===== src/rtl/ps2_key_event_ctrl_pkg.sv =====
// Shared types and scan-code constants for the PS/2 key event controller.
// Holds the prefix decoder states, the event record and the tracked-key table.
package ps2_kbd_pkg;

    typedef enum logic [1:0] {
        ST_IDLE     = 2'd0,
        ST_GOT_E0   = 2'd1,
        ST_GOT_F0   = 2'd2,
        ST_GOT_E0F0 = 2'd3
    } kbd_state_e;

    localparam logic [7:0] PREFIX_EXT = 8'hE0;
    localparam logic [7:0] PREFIX_BRK = 8'hF0;

    localparam logic [7:0] CODE_UP    = 8'h75;
    localparam logic [7:0] CODE_DOWN  = 8'h72;
    localparam logic [7:0] CODE_LEFT  = 8'h6B;
    localparam logic [7:0] CODE_RIGHT = 8'h74;
    localparam logic [7:0] CODE_SPACE = 8'h29;
    localparam logic [7:0] CODE_ESC   = 8'h76;

    // Keyboard status/response bytes that never describe a key
    localparam logic [7:0] NONKEY_BAT_OK = 8'hAA;
    localparam logic [7:0] NONKEY_ACK    = 8'hFA;
    localparam logic [7:0] NONKEY_ECHO   = 8'hEE;
    localparam logic [7:0] NONKEY_RESEND = 8'hFE;
    localparam logic [7:0] NONKEY_PAUSE  = 8'hE1;
    localparam logic [7:0] NONKEY_ERR0   = 8'h00;
    localparam logic [7:0] NONKEY_ERRF   = 8'hFF;

    localparam int KEY_UP    = 0;
    localparam int KEY_DOWN  = 1;
    localparam int KEY_LEFT  = 2;
    localparam int KEY_RIGHT = 3;
    localparam int KEY_SPACE = 4;
    localparam int KEY_ESC   = 5;
    localparam int NUM_KEYS  = 6;

    // Indexed by the KEY_* constants above
    localparam logic [NUM_KEYS-1:0][7:0] TRACK_CODE =
        {CODE_ESC, CODE_SPACE, CODE_RIGHT, CODE_LEFT, CODE_DOWN, CODE_UP};
    localparam logic [NUM_KEYS-1:0] TRACK_EXT = 6'b001111;

    typedef struct packed {
        logic       rpt;
        logic       ext;
        logic       brk;
        logic [7:0] code;
    } key_evt_t;

    function automatic logic is_non_key(input logic [7:0] b);
        return (b == NONKEY_BAT_OK) || (b == NONKEY_ACK)    || (b == NONKEY_ECHO) ||
               (b == NONKEY_RESEND) || (b == NONKEY_PAUSE)  || (b == NONKEY_ERR0) ||
               (b == NONKEY_ERRF);
    endfunction

endpackage


===== src/rtl/ps2_key_event_ctrl_if.sv =====
// Byte-in / event-out bundle of the PS/2 key event controller.
// slave is the controller side, master is the receiver/consumer side.
interface ps2_key_event_ctrl_if;
    logic        BYTE_VALID;
    logic [7:0]  BYTE_DATA;
    logic        BYTE_ERR;
    logic        EVT_VALID;
    logic        EVT_READY;
    logic [10:0] EVT_DATA;
    logic [5:0]  KEY_STATE;
    logic        OVERFLOW;
    logic        CLR_OVF;

    modport slave (
        input  BYTE_VALID, BYTE_DATA, BYTE_ERR, EVT_READY, CLR_OVF,
        output EVT_VALID, EVT_DATA, KEY_STATE, OVERFLOW
    );

    modport master (
        output BYTE_VALID, BYTE_DATA, BYTE_ERR, EVT_READY, CLR_OVF,
        input  EVT_VALID, EVT_DATA, KEY_STATE, OVERFLOW
    );
endinterface


===== src/rtl/ps2_key_event_ctrl_fifo.sv =====
// First-word-fall-through event FIFO; the head entry is kept in its own
// register so dout is registered and stable while not popped.
module ps2_evt_fifo
    import ps2_kbd_pkg::*;
#(
    parameter int DEPTH = 4
) (
    input  logic     CLK,
    input  logic     RST_N,
    input  logic     push,
    input  key_evt_t din,
    output logic     full,
    input  logic     pop,
    output logic     empty,
    output key_evt_t dout,
    output logic     drop
);
    localparam int AW = (DEPTH > 1) ? $clog2(DEPTH) : 1;
    localparam int CW = AW + 1;

    key_evt_t          mem [DEPTH];
    logic [AW-1:0]     wr_ptr_reg, wr_ptr_next;
    logic [AW-1:0]     rd_ptr_reg, rd_ptr_next;
    logic [CW-1:0]     count_reg, count_next;
    key_evt_t          head_reg, head_next;
    logic              pop_ok, push_ok;

    assign full   = (count_reg == CW'(DEPTH));
    assign empty  = (count_reg == '0);
    assign pop_ok = pop & ~empty;
    // A pop in the same cycle frees the slot the push needs
    assign push_ok = push & (~full | pop_ok);
    assign drop    = push & full & ~pop_ok;
    assign dout    = head_reg;

    always_comb begin
        wr_ptr_next = push_ok ? wr_ptr_reg + AW'(1) : wr_ptr_reg;
        rd_ptr_next = pop_ok  ? rd_ptr_reg + AW'(1) : rd_ptr_reg;
        count_next  = count_reg + CW'(push_ok) - CW'(pop_ok);
        head_next   = head_reg;
        if (pop_ok) begin
            if (count_reg == CW'(1)) begin
                if (push_ok)
                    head_next = din;
            end else begin
                head_next = mem[rd_ptr_next];
            end
        end else if (empty && push_ok) begin
            head_next = din;
        end
    end

    always_ff @(posedge CLK) begin
        if (push_ok)
            mem[wr_ptr_reg] <= din;
    end

    always_ff @(posedge CLK or negedge RST_N) begin
        if (!RST_N) begin
            wr_ptr_reg <= '0;
            rd_ptr_reg <= '0;
            count_reg  <= '0;
            head_reg   <= '0;
        end else begin
            wr_ptr_reg <= wr_ptr_next;
            rd_ptr_reg <= rd_ptr_next;
            count_reg  <= count_next;
            head_reg   <= head_next;
        end
    end

endmodule


===== src/rtl/ps2_key_event_ctrl.sv =====
// PS/2 scan byte sequencer: resolves E0/F0 prefixes into key events,
// tracks the six navigation keys and queues events for the processor.
module ps2_key_event_ctrl
    import ps2_kbd_pkg::*;
#(
    parameter int DEPTH       = 4,
    parameter int TIMEOUT_CYC = 100000
) (
    input logic               CLK,
    input logic               RST_N,
    ps2_key_event_ctrl_if.slave bus
);
    localparam int CW = $clog2(TIMEOUT_CYC + 1);

    kbd_state_e            state_reg, state_next;
    logic [CW-1:0]         cnt_reg, cnt_next;
    logic [NUM_KEYS-1:0]   key_state_reg, key_state_next;
    logic                  overflow_reg, overflow_next;

    logic                  cur_ext, cur_brk;
    logic                  timeout_hit;
    logic                  push_evt;
    logic [NUM_KEYS-1:0]   key_hit;
    key_evt_t              evt_new;
    key_evt_t              fifo_dout;
    logic                  fifo_full, fifo_empty, fifo_drop, fifo_pop;

    assign cur_ext     = (state_reg == ST_GOT_E0) || (state_reg == ST_GOT_E0F0);
    assign cur_brk     = (state_reg == ST_GOT_F0) || (state_reg == ST_GOT_E0F0);
    assign timeout_hit = (state_reg != ST_IDLE) && (cnt_reg == CW'(TIMEOUT_CYC - 1));

    always_comb begin
        state_next = state_reg;
        push_evt   = 1'b0;
        if (bus.BYTE_VALID) begin
            if (bus.BYTE_ERR) begin
                state_next = ST_IDLE;
            end else if (bus.BYTE_DATA == PREFIX_EXT) begin
                state_next = ST_GOT_E0;
            end else if (bus.BYTE_DATA == PREFIX_BRK) begin
                // A repeated F0 leaves the sequence where it is
                case (state_reg)
                    ST_IDLE:   state_next = ST_GOT_F0;
                    ST_GOT_E0: state_next = ST_GOT_E0F0;
                    default:   state_next = state_reg;
                endcase
            end else if (is_non_key(bus.BYTE_DATA)) begin
                state_next = ST_IDLE;
            end else begin
                push_evt   = 1'b1;
                state_next = ST_IDLE;
            end
        end else if (timeout_hit) begin
            state_next = ST_IDLE;
        end
    end

    always_comb begin
        cnt_next = cnt_reg + CW'(1);
        if (bus.BYTE_VALID || state_reg == ST_IDLE || timeout_hit)
            cnt_next = '0;
    end

    // Key identity needs both the code and the extended flag to match
    generate
        for (genvar gi = 0; gi < NUM_KEYS; gi++) begin : g_keys
            assign key_hit[gi] = (bus.BYTE_DATA == TRACK_CODE[gi]) && (cur_ext == TRACK_EXT[gi]);
            assign key_state_next[gi] = (push_evt && key_hit[gi]) ? ~cur_brk : key_state_reg[gi];
        end
    endgenerate

    always_comb begin
        evt_new.rpt  = ~cur_brk & |(key_hit & key_state_reg);
        evt_new.ext  = cur_ext;
        evt_new.brk  = cur_brk;
        evt_new.code = bus.BYTE_DATA;
    end

    // A drop in the same cycle as a clear leaves the flag set
    always_comb begin
        overflow_next = overflow_reg;
        if (fifo_drop)
            overflow_next = 1'b1;
        else if (bus.CLR_OVF)
            overflow_next = 1'b0;
    end

    always_ff @(posedge CLK or negedge RST_N) begin
        if (!RST_N) begin
            state_reg     <= ST_IDLE;
            cnt_reg       <= '0;
            key_state_reg <= '0;
            overflow_reg  <= 1'b0;
        end else begin
            state_reg     <= state_next;
            cnt_reg       <= cnt_next;
            key_state_reg <= key_state_next;
            overflow_reg  <= overflow_next;
        end
    end

    assign fifo_pop = ~fifo_empty & bus.EVT_READY;

    ps2_evt_fifo #(
        .DEPTH (DEPTH)
    ) u_fifo (
        .CLK   (CLK),
        .RST_N (RST_N),
        .push  (push_evt),
        .din   (evt_new),
        .full  (fifo_full),
        .pop   (fifo_pop),
        .empty (fifo_empty),
        .dout  (fifo_dout),
        .drop  (fifo_drop)
    );

    assign bus.EVT_VALID = ~fifo_empty;
    assign bus.EVT_DATA  = fifo_dout;
    assign bus.KEY_STATE = key_state_reg;
    assign bus.OVERFLOW  = overflow_reg;

    logic unused_full;
    assign unused_full = fifo_full;

endmodule


===== src/flat_wrapper.sv =====
// flat-port wrapper written by rule: the top's interface ports become plain ports
module ps2_key_event_ctrl_flat import ps2_kbd_pkg::*;
#(
    parameter int DEPTH       = 4,
    parameter int TIMEOUT_CYC = 100000
)
  (CLK, RST_N, bus_BYTE_VALID, bus_BYTE_DATA, bus_BYTE_ERR, bus_EVT_READY, bus_CLR_OVF, bus_EVT_VALID, bus_EVT_DATA, bus_KEY_STATE, bus_OVERFLOW);
  ps2_key_event_ctrl_if bus_i ();
  input logic CLK;
  input logic RST_N;
  input wire logic [$bits(bus_i.BYTE_VALID)-1:0] bus_BYTE_VALID;
  input wire logic [$bits(bus_i.BYTE_DATA)-1:0] bus_BYTE_DATA;
  input wire logic [$bits(bus_i.BYTE_ERR)-1:0] bus_BYTE_ERR;
  input wire logic [$bits(bus_i.EVT_READY)-1:0] bus_EVT_READY;
  input wire logic [$bits(bus_i.CLR_OVF)-1:0] bus_CLR_OVF;
  output wire logic [$bits(bus_i.EVT_VALID)-1:0] bus_EVT_VALID;
  output wire logic [$bits(bus_i.EVT_DATA)-1:0] bus_EVT_DATA;
  output wire logic [$bits(bus_i.KEY_STATE)-1:0] bus_KEY_STATE;
  output wire logic [$bits(bus_i.OVERFLOW)-1:0] bus_OVERFLOW;
  assign bus_i.BYTE_VALID = bus_BYTE_VALID;
  assign bus_i.BYTE_DATA = bus_BYTE_DATA;
  assign bus_i.BYTE_ERR = bus_BYTE_ERR;
  assign bus_i.EVT_READY = bus_EVT_READY;
  assign bus_i.CLR_OVF = bus_CLR_OVF;
  assign bus_EVT_VALID = bus_i.EVT_VALID;
  assign bus_EVT_DATA = bus_i.EVT_DATA;
  assign bus_KEY_STATE = bus_i.KEY_STATE;
  assign bus_OVERFLOW = bus_i.OVERFLOW;
  ps2_key_event_ctrl #(.DEPTH(DEPTH), .TIMEOUT_CYC(TIMEOUT_CYC)) u_core (.CLK(CLK), .RST_N(RST_N), .bus(bus_i));
endmodule

===== config.mk =====
export PLATFORM = sky130hd
export DESIGN_NAME = ps2_key_event_ctrl_flat
export DESIGN_NICKNAME = d
export VERILOG_FILES = /design/src/rtl/ps2_key_event_ctrl_pkg.sv /design/src/rtl/ps2_key_event_ctrl_if.sv /design/src/rtl/ps2_key_event_ctrl_fifo.sv /design/src/rtl/ps2_key_event_ctrl.sv /design/src/flat_wrapper.sv
export SDC_FILE = /design/constraint.sdc
export NUM_CORES = 1
export LEC_CHECK = 0
export CAP_MARGIN = 20
export CORE_MARGIN = 8
export CORE_UTILIZATION = 63
export DETAILED_ROUTE_END_ITERATION = 10
export GPL_TIMING_DRIVEN = 0
export HOLD_SLACK_MARGIN = 0.08
export PLACE_DENSITY = 0.87
export SETUP_SLACK_MARGIN = 0.05
export SYNTH_ARGS = -nofsm -noshare
export SYNTH_HDL_FRONTEND = slang
export SYNTH_SLANG_ARGS = --single-unit

===== constraint.sdc =====
create_clock -name CLK -period 3.2 [get_ports CLK]
set_input_delay 0.48 -clock CLK [delete_from_list [all_inputs] [get_ports CLK]]
set_output_delay 0.48 -clock CLK [all_outputs]
set_load 0.01 [all_outputs]

Word level (Yosys, flattened, before mapping)
Memories as Yosys holds them, arrays and structs flattened.
Index checks and enable logic that the tools add are counted.

word-level totals
  flip-flop bits (word level) = 44
  memories kept = 1
  input port bits = 14
  memory bits (writable) = 44
  logic and storage cells = 112
  memory bits (read-only) = 0
  bits in latches = 0
  output and inout bits = 19

memories
  memory             words  bits a word  rd ports  clocked after memory_dff  wr ports  RTL line                       source
  u_core.u_fifo.mem  4      11           1         0                         1         ps2_key_event_ctrl_fifo.sv:21  key_evt_t mem [DEPTH];

operators by class
  magnitude comparators = 0
  div/mod/pow operators = 0
  multipliers = 0
  reductions and logical operators = 34
  muxes and demuxes = 21
  eq/ne operators = 22
  bitwise gates (word level) = 13
  shift-type cells = 0
  $add $sub $neg = 5

operator list
  cell                                                  count
  equality test 8 bit (second input constant)           8
  2-to-1 mux 11 bit                                     4
  equality test 8 x 7 -> 1 bit (second input constant)  5
  adder 17 x 1 -> 17 bit (second input constant)        1
  equality test 17 bit (second input constant)          1
  2-to-1 mux 17 bit                                     1
  logical AND 1 bit                                     14
  2-to-1 mux 2 bit                                      6
  logical OR 1 bit                                      10
  2-to-1 mux 1 bit                                      9
  equality test 8 x 6 -> 1 bit (second input constant)  1
  logical NOT 8 bit                                     1
  nonzero test 2 bit                                    4
  bitwise AND 1 bit                                     6
  bitwise AND 6 bit                                     1
  != test 6 x 4 -> 1 bit (second input constant)        1
  OR reduction 6 bit                                    1
  NOT 1 bit                                             5
  adder 2 x 1 -> 2 bit (second input constant)          2
  equality test 2 bit (second input constant)           2
  one-hot mux 2 bit (2 select lines)                    1
  AND reduction 2 bit                                   2
  adder 3 x 1 -> 3 bit                                  1
  equality test 3 x 1 -> 1 bit (second input constant)  1
  7 further kinds                                       7

Logic depth before layout (Yosys ltp)
Gate-level depths: netlist of run 1.

  depth in word-level cells = 16
  gate-level depth with buffers = 12
  mapped depth without buffers = 10

Hierarchy
From an unflattened synthesis of run 1, not the netlist that was laid out.

unflattened totals
  cells, all modules = 357
  area total of the unflattened synthesis = 4220.3 um^2

by module, submodules not included
  module              area each (um^2)  cells an instance  times used  seq. area each (um^2)
  ps2_evt_fifo        2693.8            192                1           1771.7
  ps2_key_event_ctrl  1526.5            165                1           650.6

Worst setup path after synthesis of run 1
Ideal clock, no wire load.

  path type = in2reg
  from = input bus_BYTE_DATA[0]
  to = register u_core.u_fifo.count_reg[2]
  setup time = 0.123 ns
  path buffers = 2
  stages on the path = 12
  path slack = 0.515 ns
  data required time = 3.077 ns
  arrival time = 2.563 ns
  path through = buf_6 -> or4_4 -> o21ai_1 -> a221o_2 -> buf_6 -> nor2_2 -> mux2_4 -> ha_1 -> inv_1 -> fa_1 -> xnor2_1 -> xnor2_1

on the way
  word-level cells in the longest chain between the ends = 15
  elaborated cells between the ends (all ways) = 23
  classes of those cells = add/sub (2); eq/ne (8); mux (5); bitwise (1); reduce/logical (7)

RTL lines
  item                             RTL line                       source
  from (decl)                      flat_wrapper.sv:12             input wire logic [$bits(bus_i.BYTE_DATA)-1:0] bus_BYTE_DATA;
  equality test 8 bit              ps2_key_event_ctrl_pkg.sv:52   return (b == NONKEY_BAT_OK) || (b == NONKEY_ACK) || (b == NONKEY_ECHO) ||
  logical OR 1 bit (3 in series)   ps2_key_event_ctrl_pkg.sv:52
  logical OR 1 bit (3 in series)   ps2_key_event_ctrl_pkg.sv:53   (b == NONKEY_RESEND) || (b == NONKEY_PAUSE) || (b == NONKEY_ERR0) ||
  2-to-1 mux 1 bit                 ps2_key_event_ctrl.sv:47       end else if (is_non_key(bus.BYTE_DATA)) begin
  2-to-1 mux 1 bit                 ps2_key_event_ctrl.sv:40       end else if (bus.BYTE_DATA == PREFIX_BRK) begin
  2-to-1 mux 1 bit (*)             ps2_key_event_ctrl.sv:38       end else if (bus.BYTE_DATA == PREFIX_EXT) begin
  2-to-1 mux 1 bit (*)             ps2_key_event_ctrl.sv:36       if (bus.BYTE_ERR) begin
  2-to-1 mux 1 bit (*)             ps2_key_event_ctrl.sv:35       if (bus.BYTE_VALID) begin
  bitwise AND 1 bit (*)            ps2_key_event_ctrl_fifo.sv:32  assign push_ok = push & (~full | pop_ok);
  adder 3 x 1 -> 3 bit (*)         ps2_key_event_ctrl_fifo.sv:39  count_next = count_reg + CW'(push_ok) - CW'(pop_ok);
  subtractor 3 x 1 -> 3 bit (*)    ps2_key_event_ctrl_fifo.sv:39
  via u_core.u_fifo.count_next[2]  ps2_key_event_ctrl_fifo.sv:24  logic [CW-1:0] count_reg, count_next;
  to (signal assigned)             ps2_key_event_ctrl_fifo.sv:67  count_reg <= count_next;
  to (decl)                        ps2_key_event_ctrl_fifo.sv:24

Mark *: on every way through the listed nets, which the timed path passes. The rest lies on a longest branch.
A chain may end at the register's enable or synchronous reset.

Final worst setup path of run 1
  from = input bus_BYTE_DATA[6]
  to = register u_core.u_fifo.count_reg[2]

Same word-level chain as after synthesis.

==> reports/results.md, run 1 <==
| Result | Reported |
|---|---|
| Outcome | completed |
| Post-DP Area | 5075 um^2 |
| Total power divided by cell area | 699.5 nW/um^2 |
| Port Buffers | 32 |
| Placed cells | 539 |
| Count of yosys warnings during synthesis | 0 |
| Per-instance average area after synthesis | 11.34 um^2 |
| Worst IR Drop VDD | 0.3453 mV |
| First drt pass iteration count | 5 |
| FFs w/ async S/R, synth | 50.00% |
| RSZ-0062 raised after global routing | no |
| Mapped Nets | 428 |
| TritonCTS buffer count | 9 |
| TritonCTS clock tree | yes |
| Final wirelength | 10.42 mm |
| Maximum buffer depth of the clock tree | 2 |
| Routed via count divided by cell count | 6.263 |
| Core ar. | 7176 um^2 |
| Overall via count from detail_route | 3482 |
| Post-synthesis cell count | 407 |
| Total global routing track utilization | 20.98% |
| Antenna violations before repair | 0 |
| Antenna Cells | 0 |
| Top Family by Delay on Critical Path | buffers and inverters |
| Post-synth top area cell | sky130_fd_sc_hd__edfxtp_1 |
| Fillcell total | 471 |
| Most repeated cell in the gate-level netlist after synthesis | sky130_fd_sc_hd__nor2_1 |
| Clock Tree Root | sky130_fd_sc_hd__clkbuf_8 |
| Total number of H-tree levels | 3 |
| Post-CTS Setup Bufs | 0 |
| Commonest cells in the synthesized netlist | sky130_fd_sc_hd__nor2_1 (47), sky130_fd_sc_hd__dfrtp_1 (44), sky130_fd_sc_hd__edfxtp_1 (44) |
| # nets final | 473 |
| Routability Congestion | 0.8669 |
| Clock latency reported for the late side of the worst-skew pair | 360 ps |
| Count of routing violations after the opening detailed-route iteration | 458 |
| Final max-slew violation count | 0 |
| Max-cap violations | 0 |
| Worst Setup End Kind | flop |
| Number of enable flip-flop cells after synthesis | 44 |
| Number of register bits inferred by synthesis | 88 |
| Remaining DRCs | 0 |
| Routed length on met1 | 4.099 mm |
| Top routing layer in use | met4 |
| Wire length of the first global-routing pass | 16.73 mm |
| Minimum clock period | 3024 ps |
| Clk slew on worst S/H paths | 90 ps |
| Standard-cell rows | 31 |
| Signed area change from the synthesized netlist to the final layout | 14.85% |
| Met3 WL post-DR | 999 um |
| Average detailed-routed wire length per instance | 18.74 um |
| Vertical extent of the die | 101.6 um |
| Worst slew margin relative to its limit | 42.64% |
| Vias in the first global route | 3355 |
| Distinct cell type count after synthesis | 56 |
| Total number of clock tree sinks | 88 |
| GR Overflow Total | 0 |
| Met2 wire length | 4.993 mm |
| CP startpoint | bus_BYTE_DATA[6] |
| Final period util | 94.50% |
| Total of endpoints with negative setup slack in the final report | 0 |
| Post-route cell area | 5301 um^2 |
| Sequential fraction of the synthesis area | 52.48% |
| Fmax | 330.7 MHz |
| Maximum fanout along the worst path | 10 |
| Critical path, cell by cell | clkdlybuf4s50_1 > buf_2 > or4_1 > o21ai_1 > a221o_2 > buf_6 > nor2_2 > mux2_4 > ha_1 > inv_1 > fa_1 > xnor2_2 > xnor2_1 |
| Leakage Power | 2.114 nW |
| Die area | 10320 um^2 |
| Arrival time at the worst endpoint | 3270 ps |
| Post-synthesis instance area | 4616 um^2 |
| Worst hold path type | in -> reg |
| Antenna-violating nets left | 0 |
| Total power | 3.708 mW |
| Post-route worst setup slack | 176.0 ps |
| Startpoint kind of the worst setup timing path | input pin |
| Final cell utilization of the core | 73.88% |
| Startpoint-to-endpoint class of the critical path | in -> reg |
| Dpl ws | -288.0 ps |
| Layout Cells excl Fill | 556 |
| Starting Density | 64.32% |
| Flip-flop count of the largest register, all copies and words added | 44 |
| HP Start | bus_BYTE_DATA[1] |
| Number of top-level design ports | 33 |
| Number of hold violations in the final report | 0 |
| Most area-consuming cells after synthesis | sky130_fd_sc_hd__edfxtp_1 (29%), sky130_fd_sc_hd__dfrtp_1 (24%), sky130_fd_sc_hd__mux2i_1 (3.9%) |
| Share of Yosys cell area claimed by the top area cell type | 28.63% |
| Origin of the critical flop-to-flop path | u_core.u_fifo.count_reg[1] |
| Pin count of the biggest net entering global routing | 30 |
| Maximum cell stage delay along the critical path | 500 ps |
| Layout cells sized above 1 | 13.35% |
| Detail Placement HPWL | 7.221 mm |
| Data required time at the worst endpoint | 3450 ps |
| Critical-path top delay cell | sky130_fd_sc_hd__or4_1 |
| Final Skew | 11.89 ps |
| Summed negative setup slack over all endpoints | 0 ps |
| Worst path buffer plus inverter count | 4 |
| Die width | 101.6 um |
| Tightest Pin Transition | 859.1 ps |
| Top FF cell, synth | sky130_fd_sc_hd__edfxtp_1 |
| Worst Hold Slack | 447.4 ps |
metal layers:
layer	vias to the layer above	GRT usage, %
met3	37	3.574
met4	0	10.19
met1	1671	26.82
li1	1588	-
met5	-	0
met2	186	33.75
worst register-to-register path: stages, from the launching register on:
cell	delay, ps
sky130_fd_sc_hd__dfrtp_1	390
sky130_fd_sc_hd__buf_2	260
sky130_fd_sc_hd__o31a_1	280
sky130_fd_sc_hd__clkbuf_1	440
sky130_fd_sc_hd__mux2_4	240
sky130_fd_sc_hd__ha_1	140
sky130_fd_sc_hd__inv_1	50
sky130_fd_sc_hd__fa_1	400
sky130_fd_sc_hd__xnor2_2	160
sky130_fd_sc_hd__xnor2_1	130
cells by family (layout without fill, tap and decap cells):
| family | after synthesis | in the layout | share of synthesized area, % |
|---|---|---|---|
| xor+xnor | 20 | 20 | 3.795 |
| mux | 32 | 32 | 8.295 |
| compound gates | 56 | 56 | 9.922 |
| flops | 88 | 88 | 52.48 |
| fa+ha+maj | 7 | 7 | 2.060 |
| simple gates | 151 | 151 | 17.73 |
| buf+inv | 53 | 103 | 5.720 |
layout by cell type (no fill, tap or decap), types with 5 or more instances in the layout:
cell type and count:
sky130_fd_sc_hd__ha_1 6, sky130_fd_sc_hd__nand3_1 29, sky130_fd_sc_hd__xor2_1 10, sky130_fd_sc_hd__clkbuf_8 9, sky130_fd_sc_hd__mux2i_1 18, sky130_fd_sc_hd__buf_2 10
sky130_fd_sc_hd__clkbuf_1 11, sky130_fd_sc_hd__a41oi_1 10, sky130_fd_sc_hd__inv_1 22, sky130_fd_sc_hd__clkdlybuf4s50_1 27, sky130_fd_sc_hd__nor3_1 6, sky130_fd_sc_hd__buf_6 5
sky130_fd_sc_hd__dfrtp_1 44, sky130_fd_sc_hd__and3_1 15, sky130_fd_sc_hd__o221ai_1 9, sky130_fd_sc_hd__xnor2_1 9, sky130_fd_sc_hd__and2_1 6, sky130_fd_sc_hd__edfxtp_1 44
sky130_fd_sc_hd__o31ai_1 14, sky130_fd_sc_hd__mux2_4 12, sky130_fd_sc_hd__nor2_1 47, sky130_fd_sc_hd__nand2_1 11, sky130_fd_sc_hd__nand4_1 6
path summary, 6_finish.rpt:
| check | endpoint | slack, ps | cells after the start |
|---|---|---|---|
| max reg2reg | u_core.u_fifo.count_reg[2] | 630 | 9 |
| max in group asynchronous | u_core.u_fifo.wr_ptr_reg[1] | 2160 | 3 |
| min reg2reg | u_core.cnt_reg[0] | 470 | 1 |
| max | u_core.u_fifo.count_reg[2] | 180 | 13 |
| min | u_core.u_fifo.mem[1][1] | 450 | 1 |
| min in group asynchronous | u_core.u_fifo.dout[6] | 560 | 2 |
layout make-up:
type	count	area (um^2)	share of cell area [%]
inverter	22	82.58	1.558
clock inverter	7	70.07	1.322
sequential	88	2422	45.69
clock buffer	9	123.9	2.337
multi-input combinational	266	1937	36.54
buffer	31	186.4	3.517
timing repair buffer	34	355.3	6.703
tap	99	123.9	2.337
timing repair:
item | in CTS | in global routing
endpoints found under the hold margin | 15 | 0
endpoints found under the setup margin | 0 | 35
hold buffers | 1 | 0
resized for setup | 0 | 11
power by group:
group / internal, mW / total (mW) / switching (mW)
Clock: 0.362 / 0.762 / 0.400
Sequential: 1.37 / 1.47 / 0.0934
Combinational: 0.681 / 1.48 / 0.800
Total: 2.42 / 3.71 / 1.29
No activity file was read; power rests on OpenSTA's default activity.
==> run 2, diff against run 1 <==
Settings changed: GPL_TIMING_DRIVEN 0 to not set, SKIP_CTS_REPAIR_TIMING set to 1.
==> run 2 against run 1 <==
Clock skew up 1.7 ps; register-to-register slack better by 160 ps; critical endpoint unchanged; first-iteration DRC count decreased by 43%; critical path depth shrank 2; global-route usage fell by 0.56 points; flip-flop and latch count unchanged; core utilization fell by 0.30 points.
==> reports/results.md, run 2 (synthesis results as in run 1) <==
| Result | Reported |
|---|---|
| Final Skew | 13.62 ps |
| Worst reg-to-reg setup slack | 790 ps |
| Clock Tree Root | sky130_fd_sc_hd__clkbuf_8 |
| Final wirelength | 10.22 mm |
| Detail Placement HPWL | 7.048 mm |
| Max-cap violations | 0 |
| Maximum buffer depth of the clock tree | 2 |
| Worst Setup End Kind | flop |
| Origin of the critical flop-to-flop path | u_core.u_fifo.count_reg[1] |
| Worst path buffer plus inverter count | 2 |
| Most frequent cells in the layout | sky130_fd_sc_hd__nor2_1 (47), sky130_fd_sc_hd__dfrtp_1 (44), sky130_fd_sc_hd__edfxtp_1 (44) |
| Total power divided by cell area | 683.4 nW/um^2 |
| Antenna-violating nets left | 0 |
| Vertical extent of the die | 101.6 um |
| Clock latency reported for the late side of the worst-skew pair | 360 ps |
| Number of top-level design ports | 33 |
| Layout cells sized above 1 | 14.67% |
| Worst IR Drop VDD | 0.2854 mV |
| Port Buffers | 32 |
| Critical-path top delay cell | sky130_fd_sc_hd__clkdlybuf4s50_1 |
| Vias in the first global route | 3250 |
| Routability Congestion | 0.9350 |
| Startpoint-to-endpoint class of the critical path | in -> reg |
| Critical R2R Capture | u_core.u_fifo.dout[3] |
| Final cell utilization of the core | 73.58% |
| Starting Density | 64.32% |
| Critical path, cell by cell | clkdlybuf4s50_1 > nand2b_2 > nor4_1 > a221o_2 > nor2_2 > mux2_4 > ha_1 > inv_1 > fa_1 > xnor2_1 > xnor2_1 |
| Total number of H-tree levels | 3 |
| TritonCTS buffer count | 9 |
| Top Family by Delay on Critical Path | buffers and inverters |
| Count of routing violations after the opening detailed-route iteration | 262 |
| Wire length of the first global-routing pass | 16.14 mm |
| Fmax | 366.5 MHz |
| Pin count of the biggest net entering global routing | 45 |
| Maximum fanout along the worst path | 6 |
| Overall via count from detail_route | 3406 |
| CP most frequent cell | sky130_fd_sc_hd__xnor2_1 |
| Leading cell type in the layout, fill and taps excluded | sky130_fd_sc_hd__nor2_1 |
| Final period util | 85.26% |
| Hold worst-path end | u_core.cnt_reg[0] |
| Total number of clock tree sinks | 88 |
| Core ar. | 7176 um^2 |
| Antenna Cells | 0 |
| Arrival time at the worst endpoint | 2970 ps |
| Minimum clock period | 2728 ps |
| Signed area change from the synthesized netlist to the final layout | 14.39% |
| GR Overflow Total | 0 |
| Number of hold violations in the final report | 0 |
| CP startpoint | bus_BYTE_DATA[0] |
| Fillcell total | 478 |
| Data required time at the worst endpoint | 3440 ps |
| RSZ-0062 raised after global routing | no |
| Clk slew on worst S/H paths | 90 ps |
| Average detailed-routed wire length per instance | 18.61 um |
| Startpoint kind of the worst setup timing path | input pin |
| Die width | 101.6 um |
| Tightest Pin Transition | 869.3 ps |
| Total global routing track utilization | 20.42% |
| Die area | 10320 um^2 |
| Flip-flop count of the largest register, all copies and words added | 44 |
| Leakage Power | 2.090 nW |
| HP Start | u_core.cnt_reg[0] |
| Maximum cell stage delay along the critical path | 530 ps |
| Remaining DRCs | 0 |
| Worst slew margin relative to its limit | 42.05% |
| Final max-slew violation count | 0 |
| Number of cell instances on the worst register-to-register path | 6 |
| Worst hold path type | reg -> reg |
| Instance count along the most critical hold path | 1 |
| # nets final | 466 |
| Antenna violations before repair | 0 |
| Total of endpoints with negative setup slack in the final report | 0 |
| TritonCTS clock tree | yes |
| Summed negative setup slack over all endpoints | 0 ps |
| Standard-cell rows | 31 |
| First drt pass iteration count | 5 |
| Outcome | completed |
| Routed via count divided by cell count | 6.204 |
==> run 2: cell count changes in the layout (fill, tap and decap cells not counted), moves of 3 or more <==
cell | previous run | this run
sky130_fd_sc_hd__buf_6 | 5 | 0
sky130_fd_sc_hd__clkdlybuf4s50_1 | 27 | 31
sky130_fd_sc_hd__clkbuf_1 | 11 | 1
sky130_fd_sc_hd__buf_4 | 0 | 24
sky130_fd_sc_hd__dlymetal6s2s_1 | 4 | 0
sky130_fd_sc_hd__buf_1 | 3 | 0
sky130_fd_sc_hd__buf_2 | 10 | 1
sky130_fd_sc_hd__clkinv_2 | 3 | 0
==> run 2: power breakdown <==
group,switching (mW),internal [mW],leakage [nW]
Combinational,0.630,0.642,1.04
Clock,0.412,0.341,0.100
Sequential,0.214,1.37,0.947
Total,1.26,2.35,2.09
==> run 2: through the flow <==
stage	power [mW]	hold WS, ps	instance area (um^2)	cells	worst slack [ps]
floorplan	2.464	184.4	4616	407	514.7
global placement	2.787	440.9	5046	530	187.6
detailed placement	2.861	451.3	5046	530	98.02
CTS	3.608	306.1	5243	546	474.1
global route	3.785	463.5	5280	549	328.5
finish	3.609	454.6	5280	549	471.7
==> run 2: layout make-up <==
cell class	count	area, um^2	area share, %
tap	99	123.9	2.346
timing repair buffer	58	525.5	9.953
clock buffer	11	152.6	2.891
inverter	22	82.58	1.564
multi-input combinational	266	1929	36.54
sequential	88	2422	45.88
clock inverter	5	43.79	0.8294
==> run 2: how the worst max path moves through the flow <==
stage	endpoint	cells after the start
2_1_floorplan	u_core.u_fifo.count_reg[2]	12
3_3_place_gp	u_core.u_fifo.count_reg[2]	11
3_5_place_dp	u_core.u_fifo.count_reg[2]	11
4_1_cts	u_core.u_fifo.count_reg[2]	11
5_1_grt	u_core.u_fifo.count_reg[2]	11
6_report	u_core.u_fifo.count_reg[2]	11
==> run 2: layer usage <==
| metal | part of all wire (%) | track usage (%) | up-vias |
|---|---|---|---|
| met1 | 41 | 25.28 | 1658 |
| li1 | - | - | 1579 |
| met2 | 49 | 32.75 | 142 |
| met3 | 7.7 | 4.467 | 27 |
| met5 | 0 | 0 | - |
| met4 | 2.6 | 10.65 | 0 |
